### config.mk
export PLATFORM = sky130hd
export DESIGN_NAME = travel_plan_seq_flat
export DESIGN_NICKNAME = d
export VERILOG_FILES = /design/src/rtl/travel_plan_seq_pkg.sv /design/src/rtl/travel_plan_seq_if.sv /design/src/rtl/travel_plan_seq_line_debounce.sv /design/src/rtl/travel_plan_seq.sv /design/src/flat_wrapper.sv
export SDC_FILE = /design/constraint.sdc
export NUM_CORES = 1
export LEC_CHECK = 0
export BUFFER_PORTS_ARGS = -buffer_cell sky130_fd_sc_hd__buf_4
export CAP_MARGIN = 10
export CORE_UTILIZATION = 64
export CTS_CLUSTER_DIAMETER = 60
export CTS_CLUSTER_SIZE = 20
export DETAILED_ROUTE_END_ITERATION = 16
export PLACE_DENSITY = 0.85
export SKIP_CTS_REPAIR_TIMING = 1
export SYNTH_ARGS = -nofsm -noshare
export SYNTH_HDL_FRONTEND = slang
export SYNTH_HIERARCHICAL = 1
export SYNTH_SLANG_ARGS = --single-unit
### constraint.sdc
create_clock -name clk -period 6.8 [get_ports clk]
set_input_delay 1.7 -clock clk [delete_from_list [all_inputs] [get_ports clk]]
set_output_delay 1.7 -clock clk [all_outputs]
set_load 0.03 [all_outputs]
### src/rtl/travel_plan_seq_pkg.sv
// Shared types and constants for the maze runner travel-plan sequencer.
// Holds the maneuver/state encodings and the heading-offset helper.
package maze_pkg;

    typedef enum logic [1:0] {
        MNV_STOP  = 2'b00,
        MNV_RIGHT = 2'b01,
        MNV_LEFT  = 2'b10,
        MNV_TURN  = 2'b11
    } mnv_e;

    typedef enum logic [2:0] {
        ST_IDLE,
        ST_FOLLOW,
        ST_MANEUVER,
        ST_REACQ,
        ST_BUMP
    } state_e;

    typedef enum logic {
        DIR_LEFT  = 1'b0,
        DIR_RIGHT = 1'b1
    } dir_e;

    localparam int HDG_W        = 12;
    localparam int PLAN_LEN     = 8;
    localparam int VEER_OFF_DEF = 350;
    localparam int TURN_OFF_DEF = 1800;

    // Signed heading delta for one maneuver; the caller adds it modulo 2^HDG_W.
    function automatic logic signed [HDG_W-1:0] hdg_step(input mnv_e mnv, input dir_e dir,
                                                         input int veer, input int turn);
        logic signed [HDG_W-1:0] step;
        step = '0;
        case (mnv)
            MNV_RIGHT: step = HDG_W'(veer);
            MNV_LEFT:  step = HDG_W'(-veer);
            MNV_TURN:  step = (dir == DIR_RIGHT) ? HDG_W'(turn) : HDG_W'(-turn);
            default:   step = '0;
        endcase
        return step;
    endfunction

endpackage

### src/rtl/travel_plan_seq_if.sv
// Command, sensor and motion-control signals between the sequencer and its neighbours.
interface travel_plan_seq_if;
    import maze_pkg::*;

    logic [15:0]             cmd;
    logic                    cmd_rdy;
    logic                    clr_cmd_rdy;
    logic                    line_present;
    logic                    BMPL_n;
    logic                    BMPR_n;
    logic                    go;
    logic signed [HDG_W-1:0] dsrd_hdg;
    logic                    buzz_en;
    logic                    plan_done;

    modport master (
        output cmd, cmd_rdy, line_present, BMPL_n, BMPR_n,
        input  clr_cmd_rdy, go, dsrd_hdg, buzz_en, plan_done
    );

    modport slave (
        input  cmd, cmd_rdy, line_present, BMPL_n, BMPR_n,
        output clr_cmd_rdy, go, dsrd_hdg, buzz_en, plan_done
    );

endinterface

### src/rtl/travel_plan_seq_line_debounce.sv
// Consecutive-sample counter: o_tc fires on the N-th consecutive enabled sample.
module line_debounce #(
    parameter int N = 4096
) (
    input  logic clk,
    input  logic rst,
    input  logic i_en,
    input  logic i_clr,
    output logic o_tc
);
    localparam int W = (N > 1) ? $clog2(N) : 1;

    logic [W-1:0] r_cnt;
    logic         w_last;

    assign w_last = (r_cnt == W'(N - 1));
    assign o_tc   = i_en && w_last;

    always_ff @(posedge clk or posedge rst) begin
        if (rst)
            r_cnt <= '0;
        else if (i_clr || o_tc)
            r_cnt <= '0;
        else if (i_en)
            r_cnt <= r_cnt + 1'b1;
    end

endmodule

### src/rtl/travel_plan_seq.sv
// Travel-plan sequencer: steps through eight 2-bit maneuvers, one per debounced line gap,
// steering by desired-heading offsets and stopping on a stop code, plan end or bump.
module travel_plan_seq
    import maze_pkg::*;
#(
    parameter int GAP_CYC   = 4096,
    parameter int REACQ_CYC = 4096,
    parameter int VEER_OFF  = VEER_OFF_DEF,
    parameter int TURN_OFF  = TURN_OFF_DEF
) (
    input  logic              clk,
    input  logic              rst,
    travel_plan_seq_if.slave  bus
);
    state_e                  r_state, w_state_nxt;
    logic [15:0]             r_sr, w_sr_nxt;
    logic [3:0]              r_cnt, w_cnt_nxt;
    dir_e                    r_dir, w_dir_nxt;
    logic                    r_go, w_go_nxt;
    logic                    r_buzz, w_buzz_nxt;
    logic                    r_done, w_done_nxt;
    logic signed [HDG_W-1:0] r_hdg, w_hdg_nxt;

    logic w_bump, w_load, w_gap_tc, w_reacq_tc;
    mnv_e w_mnv;

    assign w_bump = !bus.BMPL_n || !bus.BMPR_n;
    assign w_load = ((r_state == ST_IDLE) || (r_state == ST_BUMP)) && bus.cmd_rdy;
    assign w_mnv  = mnv_e'(r_sr[1:0]);

    line_debounce #(.N(GAP_CYC)) u_gap (
        .clk   (clk),
        .rst   (rst),
        .i_en  ((r_state == ST_FOLLOW) && !bus.line_present),
        .i_clr ((r_state != ST_FOLLOW) || bus.line_present),
        .o_tc  (w_gap_tc)
    );

    line_debounce #(.N(REACQ_CYC)) u_reacq (
        .clk   (clk),
        .rst   (rst),
        .i_en  ((r_state == ST_REACQ) && bus.line_present),
        .i_clr ((r_state != ST_REACQ) || !bus.line_present),
        .o_tc  (w_reacq_tc)
    );

    always_ff @(posedge clk or posedge rst) begin
        if (rst) begin
            r_state <= ST_IDLE;
            r_sr    <= '0;
            r_cnt   <= '0;
            r_dir   <= DIR_LEFT;
            r_go    <= 1'b0;
            r_buzz  <= 1'b0;
            r_done  <= 1'b0;
            r_hdg   <= '0;
        end else begin
            r_state <= w_state_nxt;
            r_sr    <= w_sr_nxt;
            r_cnt   <= w_cnt_nxt;
            r_dir   <= w_dir_nxt;
            r_go    <= w_go_nxt;
            r_buzz  <= w_buzz_nxt;
            r_done  <= w_done_nxt;
            r_hdg   <= w_hdg_nxt;
        end
    end

    always_comb begin
        w_state_nxt = r_state;
        w_sr_nxt    = r_sr;
        w_cnt_nxt   = r_cnt;
        w_dir_nxt   = r_dir;
        w_go_nxt    = r_go;
        w_buzz_nxt  = r_buzz;
        w_done_nxt  = r_done;
        w_hdg_nxt   = r_hdg;

        if (w_load) begin
            w_state_nxt = ST_FOLLOW;
            w_sr_nxt    = bus.cmd;
            w_cnt_nxt   = '0;
            w_dir_nxt   = DIR_LEFT;
            w_go_nxt    = 1'b1;
            w_buzz_nxt  = 1'b0;
            w_done_nxt  = 1'b0;
            w_hdg_nxt   = '0;
        end else if ((r_state != ST_IDLE) && w_bump) begin
            // A bump overrides whatever the plan was about to do.
            w_state_nxt = ST_BUMP;
            w_go_nxt    = 1'b0;
            w_buzz_nxt  = 1'b1;
            w_done_nxt  = 1'b1;
        end else begin
            case (r_state)
                ST_FOLLOW: begin
                    if (w_gap_tc)
                        w_state_nxt = ST_MANEUVER;
                end
                ST_MANEUVER: begin
                    if (w_mnv == MNV_STOP) begin
                        w_go_nxt    = 1'b0;
                        w_done_nxt  = 1'b1;
                        w_state_nxt = ST_IDLE;
                    end else begin
                        w_hdg_nxt   = r_hdg + hdg_step(w_mnv, r_dir, VEER_OFF, TURN_OFF);
                        w_buzz_nxt  = (w_mnv == MNV_TURN);
                        if (w_mnv == MNV_RIGHT)
                            w_dir_nxt = DIR_RIGHT;
                        else if (w_mnv == MNV_LEFT)
                            w_dir_nxt = DIR_LEFT;
                        w_state_nxt = ST_REACQ;
                    end
                end
                ST_REACQ: begin
                    if (w_reacq_tc) begin
                        w_sr_nxt   = r_sr >> 2;
                        w_cnt_nxt  = r_cnt + 4'd1;
                        w_buzz_nxt = 1'b0;
                        if (w_cnt_nxt == 4'(PLAN_LEN)) begin
                            w_go_nxt    = 1'b0;
                            w_done_nxt  = 1'b1;
                            w_state_nxt = ST_IDLE;
                        end else begin
                            w_state_nxt = ST_FOLLOW;
                        end
                    end
                end
                default: ;
            endcase
        end
    end

    // The acknowledge is combinational so it lands in the same cycle the plan is latched.
    assign bus.clr_cmd_rdy = w_load && !rst;
    assign bus.go          = r_go;
    assign bus.dsrd_hdg    = r_hdg;
    assign bus.buzz_en     = r_buzz;
    assign bus.plan_done   = r_done;

endmodule

### src/flat_wrapper.sv
// flat-port wrapper written by rule: the top's interface ports become plain ports
module travel_plan_seq_flat import maze_pkg::*;
#(
    parameter int GAP_CYC   = 4096,
    parameter int REACQ_CYC = 4096,
    parameter int VEER_OFF  = VEER_OFF_DEF,
    parameter int TURN_OFF  = TURN_OFF_DEF
)
  (clk, rst, bus_cmd, bus_cmd_rdy, bus_line_present, bus_BMPL_n, bus_BMPR_n, bus_clr_cmd_rdy, bus_go, bus_dsrd_hdg, bus_buzz_en, bus_plan_done);
  travel_plan_seq_if bus_i ();
  input  logic clk;
  input  logic rst;
  input wire logic [$bits(bus_i.cmd)-1:0] bus_cmd;
  input wire logic [$bits(bus_i.cmd_rdy)-1:0] bus_cmd_rdy;
  input wire logic [$bits(bus_i.line_present)-1:0] bus_line_present;
  input wire logic [$bits(bus_i.BMPL_n)-1:0] bus_BMPL_n;
  input wire logic [$bits(bus_i.BMPR_n)-1:0] bus_BMPR_n;
  output wire logic [$bits(bus_i.clr_cmd_rdy)-1:0] bus_clr_cmd_rdy;
  output wire logic [$bits(bus_i.go)-1:0] bus_go;
  output wire logic [$bits(bus_i.dsrd_hdg)-1:0] bus_dsrd_hdg;
  output wire logic [$bits(bus_i.buzz_en)-1:0] bus_buzz_en;
  output wire logic [$bits(bus_i.plan_done)-1:0] bus_plan_done;
  assign bus_i.cmd = bus_cmd;
  assign bus_i.cmd_rdy = bus_cmd_rdy;
  assign bus_i.line_present = bus_line_present;
  assign bus_i.BMPL_n = bus_BMPL_n;
  assign bus_i.BMPR_n = bus_BMPR_n;
  assign bus_clr_cmd_rdy = bus_i.clr_cmd_rdy;
  assign bus_go = bus_i.go;
  assign bus_dsrd_hdg = bus_i.dsrd_hdg;
  assign bus_buzz_en = bus_i.buzz_en;
  assign bus_plan_done = bus_i.plan_done;
  travel_plan_seq #(.GAP_CYC(GAP_CYC), .REACQ_CYC(REACQ_CYC), .VEER_OFF(VEER_OFF), .TURN_OFF(TURN_OFF)) u_core (.clk(clk), .rst(rst), .bus(bus_i));
endmodule
Yosys cells after proc, flatten, opt, wreduce, memory -nomap -nowiden
Index checks and enable logic that the tools add are counted.
{"block": "word_totals", "register_bits": 63, "input_bits": 22, "output_inout_bits": 16, "elab_cells": 119}
{"block": "op_classes", "addsub": 4, "eq_ne": 19, "muxes": 52, "n_reduce_logical": 34}
{"cell": "two-way mux 12 bit", "count": 13}
{"cell": "two-way mux 16 bit", "count": 4}
{"cell": "one-hot mux 12 bit (3 select lines)", "count": 1}
{"cell": "adder 12 x 1 -> 12 bit (second input constant)", "count": 2}
{"cell": "== test 12 bit (second input constant)", "count": 2}
{"cell": "two-way mux 1 bit", "count": 21}
{"cell": "two-way mux 4 bit", "count": 4}
{"cell": "adder 12 bit", "count": 1}
{"cell": "two-way mux 3 bit", "count": 4}
{"cell": "!= test 4 x 3 -> 1 bit (second input constant)", "count": 3}
{"cell": "AND reduction 3 bit", "count": 4}
{"cell": "nonzero test 2 bit", "count": 5}
{"cell": "one-hot mux 3 bit (3 select lines)", "count": 1}
{"cell": "AND reduction 4 bit", "count": 2}
{"cell": "logical AND 1 bit", "count": 7}
{"cell": "== test 3 x 2 -> 1 bit (second input constant)", "count": 2}
{"cell": "logical OR 1 bit", "count": 6}
{"cell": "one-hot mux 1 bit (2 select lines)", "count": 3}
{"cell": "nonzero test 3 bit", "count": 2}
{"cell": "nonzero test 5 bit", "count": 1}
{"cell": "adder 4 x 1 -> 4 bit (second input constant)", "count": 1}
{"cell": "== test 2 bit (second input constant)", "count": 2}
{"cell": "== test 4 bit (second input constant)", "count": 1}
{"cell": "logical NOT 1 bit", "count": 4}
{"cell": "other kinds (12)", "count": 13}

Logic depth before layout (Yosys ltp)
Gate-level depths: netlist of run 1.
{"block": "depth", "depth_word": 11, "mapped_depth": 13, "ltp_nobuf": 12}

By module
Netlist of run 1, hierarchy kept.
{"mod": "travel_plan_seq", "n_inst": 1, "cells_each": 325, "area_each_um2": 2721.4, "seq_area_each_um2": 950.9}
{"mod": "line_debounce", "n_inst": 2, "cells_each": 56, "area_each_um2": 598.1, "seq_area_each_um2": 300.3}

Least setup slack after synthesis of run 1
OpenSTA, ideal clock, no wires.
{"block": "synth_path", "path_type": "input to output", "start": "in bus_cmd_rdy", "end": "out bus_clr_cmd_rdy", "arrival_ns": 2.460, "required_time_ns": 5.100, "setup_slack_ns": 2.640, "cell_stages": 3, "path_buffers": 1, "path_cell_list": "nand2_1 clkbuf_1 nor2_1"}
{"block": "synth_between", "elab_chain_len": 2}
{"element": "start, declared", "line": "flat_wrapper.sv:14", "text": "input wire logic [$bits(bus_i.cmd_rdy)-1:0] bus_cmd_rdy;"}
{"element": "logical AND 1 bit", "line": "travel_plan_seq.sv:28", "text": "assign w_load = ((r_state == ST_IDLE) || (r_state == ST_BUMP)) && bus.cmd_rdy;"}
{"element": "logical AND 1 bit", "line": "travel_plan_seq.sv:135", "text": "assign bus.clr_cmd_rdy = w_load && !rst;"}
{"element": "end, declared", "line": "flat_wrapper.sv:18", "text": "output wire logic [$bits(bus_i.clr_cmd_rdy)-1:0] bus_clr_cmd_rdy;"}
No other way between the ends.

Final worst setup path of run 1
{"block": "layout_path", "start": "in bus_line_present", "end": "reg u_core.r_sr[7]"}
{"block": "layout_between", "elab_chain_len": 4}
{"element": "start, declared", "line": "flat_wrapper.sv:15", "text": "input wire logic [$bits(bus_i.line_present)-1:0] bus_line_present;"}
{"element": "logical AND 1 bit", "line": "travel_plan_seq.sv:42", "text": ".i_en ((r_state == ST_REACQ) && bus.line_present),"}
{"element": "logical AND 1 bit", "line": "travel_plan_seq_line_debounce.sv:17", "text": "assign o_tc = i_en && w_last;"}
{"element": "named net u_core.w_reacq_tc", "line": "travel_plan_seq.sv:24", "text": "logic w_bump, w_load, w_gap_tc, w_reacq_tc;"}
{"element": "nonzero test 2 bit (no source line)"}
{"element": "AND reduction 3 bit (no source line)"}
{"element": "end signal, assigned", "line": "travel_plan_seq.sv:59", "text": "r_sr <= w_sr_nxt;"}
{"element": "end, declared", "line": "travel_plan_seq.sv:16", "text": "logic [15:0] r_sr, w_sr_nxt;"}
The timed path passes the listed nets, and every way through them passes these cells.
A chain may end at the register's enable or synchronous reset.

==> results.yml, run 1 <==
grt:
  grtUsageMet2_pct: 49.3
  grt_max_degree: 39
  overflow: 0
  top_usage_layer: "met2"
  grt_pass1_wl_mm: 14.4
  grt_use_total_pct: 29.0
  grt_pass1_vias: 3192
  grt_util_met1_pct: 36.6
  groute.layer.met3.usage_pct: 5.00
  antenna_found_initial: 0
logic_synthesis:
  ys_seq_area_share_pct: 39.6
  netlist_top_cells_count: "nor2_1 (76), dfrtp_1 (62), nand3_1 (25), nand2_1 (24), xor2_1 (20)"
  ys_seq_elements: 62
  synth_compound_area_share_pct: 18.1
  yosys.area.top_type_share_pct: 39.6
  synth_most_common_cell: "nor2_1"
  synthMuxAreaShare_pct: 0.798
  synth-simple-area-share_pct: 23.9
  synth_flop_cell: "dfrtp_1"
  yosys.area_share.adder_pct: 4.98
  synth_area_leaders: "dfrtp_1 (40%), nor2_1 (7.3%), ha_1 (4.5%), xor2_1 (4.5%), nand3_1 (3.2%)"
  synth-edff-count: 0
  synth_xor_area_share_pct: 6.90
  synth_top_family_by_area: "simple AND/OR/NAND/NOR gates"
  ys_warn_count: 6
  syn_avg_cell_area_sq_um: 8.96
  synth_cell_types: 68
  synthArstFlopShare_pct: 100
  yosys.area.top_type: "dfrtp_1"
  netlist_area_sq_mm: 0.00392
  syn_nets: 474
  netlist_instances: 437
place:
  postPlaceCellArea_sq_mm: 0.00416
  io_buffers: 36
  dp_hpwl_mm: 5.85
  dp.cells: 525
  gp_congestion: 0.900
timing:
  slew_violations: 0
  finalHoldViolCount: 0
  skew_ns: 0.00771
  max_slew_margin_pct: 41.8
  max_freq_mhz: 257
  finalSetupViolCount: 0
  period_share_pct: 57.3
  setup_tns_ns: 0
  rsz0062_at_grt: "false"
  worstMarginPinSlew_ns: 0.870
  finalCriticalPeriod_ns: 3.89
cells_and_area:
  fin_cells: 540
  area_growth_pct: 10.3
  seqCellArea_sq_mm: 0.00155
  drive_gt1_share_pct: 18.1
  multi_input_area_sq_mm: 0.00215
  antennaDiodeCount: 0
  design_area_sq_mm: 0.00432
  final_nets: 498
  fill_cells: 445
route:
  first_pass_iters: 5
  dr.first_iter.drc_count: 306
  num_vias: 3361
  routed_wl_mm: 8.54
  viasPerCell: 6.22
  postRouteAntennaNets: 0
  drt-wirelength-per-cell_microns: 15.8
  drc_errors: 0
die:
  die_y_microns: 80.2
  pin_count: 38
  die_w_microns: 80.2
  core_area_sq_mm: 0.00592
  die-area_sq_mm: 0.00644
  initial_core_util_pct: 66.2
  fp-row-count: 28
power:
  leakagePower_nw: 1.86
  ir_worst_vdd_mv: 0.204
  power_density_mw_per_mm2: 351
clock_network:
  htreeDepth: 3
  cts_tree: "done"
  cts_inserted_buffers: 9
  cts.clk_slew.worst_paths_ns: 0.07
  cts_buffer_depth: 2
  clk_latency_ns: 0.34
  cts-root-buf: "clkbuf_8"
  clock-sinks: 62
worst_setup_path:
  end_kind: "flip-flop"
  start_kind: "input pin"
  crit_type: "input pin to flip-flop"
  timing.critical_path.from: "bus_line_present"
  arrival_ns: 4.17
  crit_chain: "buf_4, nand3_1, inv_1, and3_4, and3_4, and3_2, nand3_1, nand2_1, nor2_1, nor2_1"
  crit_required_ns: 7.08
  crit_slowest_cell: "nand3_1"
  rr_startpoint: "u_core/r_state[0]"
  path_max_fanout: 25
  max_stage_delay_ns: 0.60
hold_path:
  hold_path.startpoint: "u_core/bus.plan_done"
  hold_class: "flip-flop to flip-flop"
flow_run:
  max_cap_viol_count: 0
outcome:
  status: "completed"
-- final cells by class --
class                      count  area share [%]
clock buffer                  12            3.36
clock inverter                 3           0.492
inverter                      17            1.48
multi-input combinational    332            49.8
sequential                    62            35.9
tap                           75            2.17
timing repair buffer          39            6.77
-- cells in the final DEF, fill, tap and decap left out, types with 3 or more instances in the layout --
| cell type | count |
|---|---|
| inv_1 | 17 |
| and2_1 | 6 |
| a31o_1 | 3 |
| o22ai_1 | 14 |
| a21oi_1 | 16 |
| o31ai_1 | 3 |
| nor3_1 | 9 |
| o21ai_0 | 17 |
| or3_1 | 3 |
| buf_4 | 39 |
| a211oi_1 | 4 |
| nand2b_1 | 3 |
| dfrtp_1 | 62 |
| a211o_1 | 3 |
| a31oi_1 | 6 |
| nand3_1 | 25 |
| nand4_1 | 11 |
| and3_1 | 4 |
| nor2_1 | 76 |
| clkbuf_8 | 10 |
| xor2_1 | 20 |
| ha_1 | 14 |
| nand2_1 | 24 |
| xnor2_1 | 9 |
| and3_4 | 4 |
| o211ai_1 | 6 |
| nand3b_1 | 3 |
-- sequential cells by signal, indices dropped and copies added, names as in the netlist --
| name | cells |
|---|---|
| u_core/u_reacq/r_cnt | 12 |
| u_core/r_sr | 16 |
| u_core/bus.dsrd_hdg | 11 |
| u_core/r_state | 3 |
| u_core/bus.buzz_en | 1 |
| u_core/bus.plan_done | 1 |
| u_core/u_gap/r_cnt | 12 |
| u_core/r_dir | 1 |
| u_core/r_cnt | 4 |
| u_core/bus.go | 1 |
-- through the flow --
| stage | total power, mW | setup WS [ns] | utilization [%] | hold WS [ns] |
|---|---|---|---|---|
| final | 1.52 | 2.91 | 73.0 | 0.495 |
| after global routing | 1.62 | 2.64 | 73.0 | 0.519 |
| after CTS | 1.51 | 2.92 | 73.0 | 0.499 |
| after detailed placement | 1.23 | 2.58 | 70.2 | 0.484 |
| after global placement | 1.20 | 2.63 | 70.2 | 0.476 |
| after floorplan | 1.08 | 2.64 | - | 0.467 |
-- kinds of logic after synthesis --
logic type                 Yosys count
and+or+nand+nor                    186
AOI/OAI and AO/OA                   97
DFF                                 62
buffers and inverters               43
xor gates and xnor gates            30
adders and majority gates           15
muxes                                3
other                                1
-- report_power, final --
group          leakage, nW  switching [mW]  internal, mW
registers            0.806           0.100         0.447
clock network       0.0824           0.142         0.140
logic                0.976           0.427         0.261
total                 1.86           0.669         0.849
-- worst paths after layout --
kind | end | slack, ns | cells after the start
max | u_core/r_sr[7] | 2.91 | 10
min | u_core/bus.plan_done | 0.50 | 1
min in group asynchronous | u_core/u_reacq/r_cnt[8] | 1.38 | 2
max reg2reg | u_core/r_sr[7] | 3.36 | 11
min reg2reg | u_core/bus.plan_done | 0.50 | 1
max in group asynchronous | u_core/bus.go | 4.94 | 3
-- routing by layer --
metal	vias to the layer above	part of all wire (%)
li1	1597	-
met1	1640	44
met2	112	49
met3	12	5.5
met4	0	1.2
met5	-	0
-- critical path: cells and delay by family --
family | cells | cell delay [ns]
and+or+nand+nor | 8 | 2.19
buffers and inverters | 2 | 0.28
Note: power is estimated with default switching activity, not from simulation.
==> run 2: changes to the inputs <==
- ABC_AREA: unset -> 1
- CORE_UTILIZATION: 64 -> 54
- PLACE_DENSITY: 0.85 -> 0.77
- clock period: 6.8 -> 3.3 ns (I/O delays scaled with it)
==> run 2 against run 1 <==
Combinational power grew 120%. Sequential share of layout area fell by 0.55 points. Setup slack got worse by 2.1 ns. Synthesized cell count rose by 12%. Clock power rose to 2.5 times the previous value. Wire length fell by 6.0%. Non-clock buffer count unchanged. Critical path depth up 5. Register-to-register slack got worse by 2.6 ns.
==> results.yml, run 2 <==
worst_setup_path:
  max_stage_delay_ns: 0.52
  reg2regPathDepth: 15
  arrival_ns: 2.76
  crit_slowest_cell: "dfrtp_1"
  crit_type: "flip-flop to flip-flop"
  rr_startpoint: "u_core/r_sr[1]"
  crit_required_ns: 3.54
  path_max_fanout: 6
  timing.critical_path.mode_cell: "nand2_1"
  end_kind: "flip-flop"
  reg2reg_setup_slack_ns: 0.77
  regToRegEndpoint: "u_core/bus.dsrd_hdg[11]"
  crit_chain: "inv_2, ha_1, ha_1, inv_1, fa_1, o21ai_0, nand2_1, nand2_2, nand2_2, nand2_4, nand4_1, nand2_1, nand2_1, nand3_1, nand2_1"
  start_kind: "flip-flop"
clock_network:
  cts-root-buf: "clkbuf_8"
  cts.clk_slew.worst_paths_ns: 0.07
  cts_tree: "done"
  htreeDepth: 3
  cts_buffer_depth: 2
  clk_latency_ns: 0.34
  cts_inserted_buffers: 9
  clock-sinks: 62
logic_synthesis:
  synth_cell_types: 34
  netlist_area_sq_mm: 0.00381
  synth_most_common_cell: "nand2_1"
  yosys.area.top_type: "dfrtp_1"
  syn_avg_cell_area_sq_um: 7.82
  syn_nets: 525
  synth_flop_cell: "dfrtp_1"
  synth-edff-count: 0
  netlist_top_cells_count: "nand2_1 (100), nor2_1 (72), dfrtp_1 (62), inv_1 (61), nand3_1 (24)"
  synthArstFlopShare_pct: 100
  synth_area_leaders: "dfrtp_1 (41%), nand2_1 (9.8%), nor2_1 (7.1%), inv_1 (6.0%), ha_1 (4.6%)"
  ys_seq_area_share_pct: 40.7
  yosys.area.top_type_share_pct: 40.7
  ys_warn_count: 6
  netlist_instances: 488
  ys_seq_elements: 62
timing:
  setup_tns_ns: 0
  period_share_pct: 76.6
  finalCriticalPeriod_ns: 2.53
  skew_ns: 0.00814
  rsz0062_at_grt: "false"
  finalSetupViolCount: 0
  slew_violations: 0
  hold_ws_ns: 0.488
  finalHoldViolCount: 0
  max_freq_mhz: 395
die:
  fp-row-count: 30
  die-area_sq_mm: 0.00740
  die_y_microns: 86.1
  initial_core_util_pct: 56.2
  core_area_sq_mm: 0.00679
  die_w_microns: 86.1
  pin_count: 38
cells_and_area:
  final_nets: 569
  final_common_cell: "nand2_1"
  regMostFlops: "u_core/r_sr"
  area_growth_pct: 15.1
  drive_gt1_share_pct: 19.8
  fill_cells: 563
  largest_reg_flops: 16
  layout_common_cells: "nand2_1 (100), nor2_1 (72), dfrtp_1 (62), inv_1 (61), buf_4 (39)"
  multi_input_area_sq_mm: 0.00197
  seqCellArea_sq_mm: 0.00155
  antennaDiodeCount: 0
  reg_top3: "u_core/r_sr: 16 flops, u_core/u_gap/r_cnt: 12 flops, u_core/u_reacq/r_cnt: 12 flops"
  design_area_sq_mm: 0.00439
power:
  ir_worst_vdd_mv: 0.615
  power.share.switching_pct: 43.6
  switching_power_mw: 1.46
  combinationalPowerShare_pct: 46.0
  seqPwrFrac_pct: 32.8
  power_density_mw_per_mm2: 761
  intPower_mw: 1.88
  leakagePower_nw: 2.10
  clock_power_share_pct: 21.2
grt:
  antenna_found_initial: 0
  grt_max_degree: 39
  overflow: 0
  grt_use_total_pct: 24.0
  grt_pass1_wl_mm: 13.9
  grt_pass1_vias: 3124
route:
  first_pass_iters: 4
  dr.first_iter.drc_count: 168
  num_vias: 3219
  drc_errors: 0
  postRouteAntennaNets: 0
  routed_wl_mm: 8.03
  viasPerCell: 5.09
  drt-wirelength-per-cell_microns: 12.7
hold_path:
  hold_depth: 2
  hold_path.startpoint: "u_core/bus.go"
  hold_class: "flip-flop to flip-flop"
  holdPathEnd: "u_core/bus.go"
place:
  postPlaceCellArea_sq_mm: 0.00419
  io_buffers: 36
  dp_hpwl_mm: 5.94
  gp_congestion: 0.857
flow_run:
  max_cap_viol_count: 0
outcome:
  status: "completed"
[run 2: changes by cell type after synthesis, moves of 6 or more]
cell,previous run,this run
nand2_1,24,100
inv_1,17,61
nand2_2,0,19
clkbuf_1,10,0
nor2_2,0,9
xor2_1,20,11
nand2_4,0,7
a31oi_1,6,0
and2_1,6,0
nand4_1,11,5
nor3_1,9,3
o211ai_1,6,0
[run 2: cell families (layout without fill, tap and decap cells)]
group                      after synthesis  after routing  share of synthesized area, %
AOI/OAI and AO/OA                       69             69                          10.8
xor gates and xnor gates                17             17                          3.90
adders and majority gates               15             15                          5.12
buffers and inverters                   72            120                          7.58
DFF                                     62             62                          40.7
muxes                                    1              1                         0.262
other                                    1              1                        0.0983
and+or+nand+nor                        251            251                          31.6
[run 2: worst max path at each step]
stage / startpoint / to / slack, ns / cells after the start
CTS: u_core/r_sr[1] / u_core/bus.dsrd_hdg[11] / 0.77 / 15
global placement: bus_cmd_rdy / bus_clr_cmd_rdy / 0.89 / 4
finish: u_core/r_sr[1] / u_core/bus.dsrd_hdg[11] / 0.77 / 15
floorplan: bus_cmd_rdy / bus_clr_cmd_rdy / 0.84 / 4
detailed placement: u_core/r_sr[0] / u_core/bus.dsrd_hdg[11] / 0.81 / 15
global route: u_core/r_sr[0] / u_core/bus.dsrd_hdg[11] / 0.57 / 15
[run 2: per-layer routing]
layer | global-route usage [%] | part of all wire, % | up-vias
li1 | - | - | 1647
met1 | 31.1 | 46 | 1499
met2 | 39.2 | 49 | 62
met3 | 4.23 | 3.9 | 11
met4 | 10.8 | 1.3 | 0
met5 | 0 | 0 | -
[run 2: critical path: cells and delay by family (launching register included)]
kind / cells / cell delay (ns)
DFF: 1 / 0.52
buffers and inverters: 2 / 0.20
AOI/OAI and AO/OA: 1 / 0.17
and+or+nand+nor: 9 / 0.67
adders and majority gates: 3 / 0.87
[run 2: final cells by class]
cell class / instances / area share, %
well taps: 96 / 2.74
repair buffers: 39 / 6.67
clock buffers: 11 / 2.99
multi-input cells: 354 / 45.0
inverters: 66 / 5.64
clock inverters: 4 / 1.65
flip-flops and latches: 62 / 35.3
[run 2: power by group through the flow]
stage                     sequential, mW  clock, mW  combinational (mW)
after floorplan                     1.20          0                1.05
after global placement              1.10          0                1.49
after detailed placement            1.11          0                1.52
after CTS                           1.09      0.722                1.53
after global routing                1.12      0.751                1.71
final                               1.10      0.707                1.54
[run 2: metrics by stage]
stage	worst slack [ns]	cells	utilization (%)	power, mW
after floorplan	0.835	488	-	2.25
after global placement	0.893	617	61.6	2.58
after detailed placement	0.808	617	61.6	2.62
after CTS	0.767	632	64.6	3.35
after global routing	0.569	632	64.6	3.58
final	0.771	632	64.6	3.34
